$ cat config.mk
export PLATFORM = sky130hd
export DESIGN_NAME = score_comparator
export DESIGN_NICKNAME = d
export VERILOG_FILES = /design/src/rtl/score_comparator.sv
export SDC_FILE = /design/constraint.sdc
export NUM_CORES = 1
export LEC_CHECK = 0
export ABC_AREA = 1
export BUFFER_PORTS_ARGS = -buffer_cell sky130_fd_sc_hd__buf_2
export CAP_MARGIN = 20
export CORE_MARGIN = 5
export CORE_UTILIZATION = 35
export CTS_BUF_LIST = sky130_fd_sc_hd__clkbuf_4
export DETAILED_ROUTE_END_ITERATION = 6
export RECOVER_POWER = 100
export SLEW_MARGIN = 20
export SYNTH_ARGS = -nofsm -noshare
export SYNTH_HDL_FRONTEND = slang
export SYNTH_SLANG_ARGS = --single-unit
$ cat constraint.sdc
create_clock -name clk -period 5.6 [get_ports clk]
set_input_delay 0.28 -clock clk [delete_from_list [all_inputs] [get_ports clk]]
set_output_delay 0.28 -clock clk [all_outputs]
set_load 0.05 [all_outputs]
$ cat src/rtl/score_comparator.sv
// score_comparator: streaming argmax over OUTPUT_NUM signed class scores per frame,
// reporting the winning index and score with a one-cycle valid_out pulse.
module score_comparator #(
   parameter int OUTPUT_NUM = 10,
   parameter int DATA_BITS  = 12,
   parameter int IDX_BITS   = 4
) (
   input  logic                        clk,
   input  logic                        rst,
   input  logic                        valid_in,
   input  logic signed [DATA_BITS-1:0] data_in,
   input  logic                        flush,
   output logic [IDX_BITS-1:0]         decision,
   output logic signed [DATA_BITS-1:0] max_score,
   output logic                        valid_out,
   output logic                        busy
);
   typedef enum logic {IDLE, ACCUM} state_t;
   localparam logic [IDX_BITS-1:0] LAST = IDX_BITS'(OUTPUT_NUM - 1);
   state_t                      r_state, w_next;
   logic [IDX_BITS-1:0]         r_cnt, r_idx, w_idx;
   logic signed [DATA_BITS-1:0] r_max, w_max;
   logic                        w_take, w_last, w_upd;
   // The first score of a frame always loads, so stale run_max never competes.
   always_comb begin
      w_take = valid_in && !flush;
      w_last = r_cnt == LAST;
      w_upd  = (r_state == IDLE) || (data_in > r_max);
      w_max  = w_upd ? data_in : r_max;
      w_idx  = w_upd ? r_cnt : r_idx;
      w_next = flush ? IDLE : (w_take ? (w_last ? IDLE : ACCUM) : r_state);
   end
   always_ff @(posedge clk or posedge rst) begin
      if (rst) begin
         r_state   <= IDLE;
         r_cnt     <= '0;
         r_idx     <= '0;
         r_max     <= '0;
         decision  <= '0;
         max_score <= '0;
         valid_out <= 1'b0;
         busy      <= 1'b0;
      end else begin
         r_state   <= w_next;
         busy      <= w_next == ACCUM;
         valid_out <= w_take && w_last;
         if (flush) begin
            r_cnt <= '0;
         end else if (w_take) begin
            r_cnt <= w_last ? '0 : r_cnt + 1'b1;
            r_max <= w_max;
            r_idx <= w_idx;
            if (w_last) begin
               decision  <= w_idx;
               max_score <= w_max;
            end
         end
      end
   end
endmodule

==> impl_metrics.json <==
{
  "startpoint": "r_max[11]",
  "layoutNonFillerInstCount": 389,
  "wl_mm": 4.968,
  "async_reset_ff_frac": 1.000,
  "critPathCaptureType": "flip-flop",
  "cts.hold.buffers_added": 0,
  "vdd_drop_max_uv": 127.3,
  "area_delta_synth_final_pct": 9.035,
  "syn_area_per_cell_um2": 8.041,
  "coreArea_um2": 6277,
  "violations": "capacitance limit, slew limit",
  "grt_overflow": 0,
  "worstReg2RegStart": "r_max[11]",
  "hold_start": "valid_in",
  "routedWlPerCell_um": 12.77,
  "nNetsFinal": 342,
  "drc": 0,
  "tns_ns": 0,
  "synth_edf_count": 0,
  "hpwlAfterDp_mm": 3.474,
  "synth_area_leaders": "dfrtp_1 42%, nand2_1 15%, nand3_1 11%",
  "crit_required_ns": 5.85,
  "relSlewSlack": -0.3708,
  "slew_violations": 39,
  "cts_resized": 0,
  "start_kind": "flip-flop",
  "clock-sinks": 38,
  "num_vias": 1823,
  "grt_max_degree": 39,
  "antenna_found_initial": 0,
  "grt_pass1_vias": 1856,
  "die_h_um": 90.06,
  "worstMarginPinSlew_ns": 2.056,
  "yosys.area.top_type": "dfrtp_1",
  "maxCapViolations": 1,
  "die_area_um2": 8111,
  "hold_viol_final": 0,
  "p_per_area_nw_per_um2": 289.0,
  "synth-seq-cells": 38,
  "yosysWarnings": 0,
  "rsz0062_at_grt": "false",
  "status": "finished, violations left",
  "ff_latch_area_um2": 950.9,
  "cts_tree": "built",
  "h-tree-depth": 2,
  "drt-pass1-iter-count": 4,
  "die_w_um": 90.06,
  "drt_iter0_markers": 71,
  "fillers": 674,
  "root_buffer": "clkbuf_4",
  "place_congestion": 0.7718,
  "arrival_ns": 3.56,
  "cellLeakagePower_nw": 1.368,
  "hold_path_class": "in -> reg",
  "max_freq_ghz": 0.3021,
  "synthDistinctLibCells": 26,
  "clk_path_buf_depth": 2,
  "synth_top_area_frac": 0.4239,
  "synth_area_um2": 2243,
  "rows": 29,
  "initial_core_util": 0.3574,
  "synth_nets": 309,
  "synth_ff_type": "dfrtp_1",
  "worstSetupPathType": "reg -> reg",
  "cts_buffers": 5,
  "finalSetupViolCount": 0,
  "multi_input_area_um2": 1005,
  "dp_cells": 382,
  "synth_common_cells": "89 x nand2_1, 51 x nand3_1, 44 x inv_1",
  "cts.clk_slew.worst_paths_ns": 0.12,
  "grt_first_pass_wirelength_mm": 8.618,
  "skew_ns": 0.01027,
  "layout-drive-gt1-share": 0.1122,
  "fin_crit_ns": 3.310,
  "clk_latency_ns": 0.35,
  "period_share": 0.5910,
  "yosysMostFrequentCell": "nand2_1",
  "ios": 34,
  "viasPerCell": 4.686,
  "grt_use_total": 0.1295,
  "ant_nets": 0,
  "ys_seq_area_frac": 0.4239,
  "critPathMaxFanout": 17,
  "syn_inst": 279,
  "postCtsSetupBuffers": 0,
  "port_buffers": 33,
  "antennaDiodeCount": 0
}
[routing by layer]
metal | wire length, um | track usage | vias up | share of wire
met5 | 0 | 0 | - | 0
met4 | 64 | 0.04218 | 0 | 0.013
met3 | 227 | 0.03673 | 7 | 0.046
met2 | 2384 | 0.2207 | 32 | 0.48
met1 | 2291 | 0.1568 | 850 | 0.46
li1 | - | - | 934 | -
[cell usage in the layout (no fill, tap or decap)]
cell type | Yosys | final
nand4_1 | 3 | 3
clkinv_1 | 0 | 2
o21ai_0 | 1 | 1
clkbuf_1 | 0 | 19
nand2_4 | 11 | 10
nand2_2 | 2 | 1
ha_1 | 14 | 14
inv_2 | 3 | 2
o22ai_1 | 3 | 3
xnor2_1 | 1 | 1
inv_1 | 44 | 44
a21o_1 | 1 | 1
nor2_4 | 2 | 1
buf_2 | 2 | 15
bufinv_16 | 0 | 1
dfrtp_1 | 38 | 38
nand3_1 | 51 | 52
clkbuf_4 | 1 | 5
xor2_1 | 1 | 1
nor2_1 | 2 | 4
a21oi_1 | 3 | 3
nand2_1 | 89 | 91
[report_power, final]
part           switching (mW)  internal, mW
combinational           0.137        0.0635
sequential             0.0205         0.304
clock                  0.0915        0.0903
[worst paths after layout]
path	to	slack [ns]	cells past startpoint
max reg2reg	max_score[11]	2.29	14
max	max_score[11]	2.29	14
min in group asynchronous	max_score[5]	0.65	3
max in group asynchronous	r_idx[3]	3.76	3
min reg2reg	decision[3]	0.49	2
min	r_state	0.23	4
[critical path, stage by stage, from the launching register on]
cell      delay, ns
dfrtp_1        0.36
inv_1          0.06
ha_1           0.32
nand2_1        0.10
clkinv_1       0.06
nand2_1        0.08
nor2_1         0.07
nand2_1        0.08
nand3_1        0.08
nand2_2        0.06
nand3_1        0.47
nand2_1        1.07
nand2_1        0.19
nand3_1        0.14
nand2_1        0.06
[cell type report]
type,instances,share of cell area
inverter,47,0.07212
timing repair buffer,34,0.05985
sequential,38,0.3887
clock buffer,5,0.01535
multi-input combinational,186,0.4107
tap,77,0.03939
clock inverter,2,0.01381
[metrics by stage]
| stage | setup slack (ns) | utilization | hold slack [ns] | power (mW) | cell area [um2] |
|---|---|---|---|---|---|
| floorplan | 3.808 | - | 0.4480 | 0.4997 | 2243 |
| detailed placement | 3.322 | 0.3877 | 0.4244 | 0.5414 | 2434 |
| CTS | 3.318 | 0.3990 | 0.04373 | 0.7247 | 2505 |
| finish | 2.290 | 0.3897 | 0.2310 | 0.7070 | 2446 |
| global placement | 3.378 | 0.3877 | 0.4227 | 0.5367 | 2434 |
| global route | 1.884 | 0.3897 | 0.2349 | 0.7604 | 2446 |
[cells by family after synthesis]
| kind of cell | count (synthesis) | synth area share |
|---|---|---|
| AOI/OAI and AO/OA | 8 | 0.02063 |
| adders and majority gates | 14 | 0.07808 |
| DFF | 38 | 0.4239 |
| and+or+nand+nor | 162 | 0.3558 |
| xor gates and xnor gates | 2 | 0.007810 |
| buffers and inverters | 55 | 0.1138 |
[flip-flops by register name (all words and copies together) (netlist names)]
| register | flops |
|---|---|
| r_state | 1 |
| decision | 4 |
| r_cnt | 4 |
| valid_out | 1 |
| r_idx | 4 |
| max_score | 12 |
| r_max | 12 |
No activity file was read; power rests on OpenSTA's default activity.
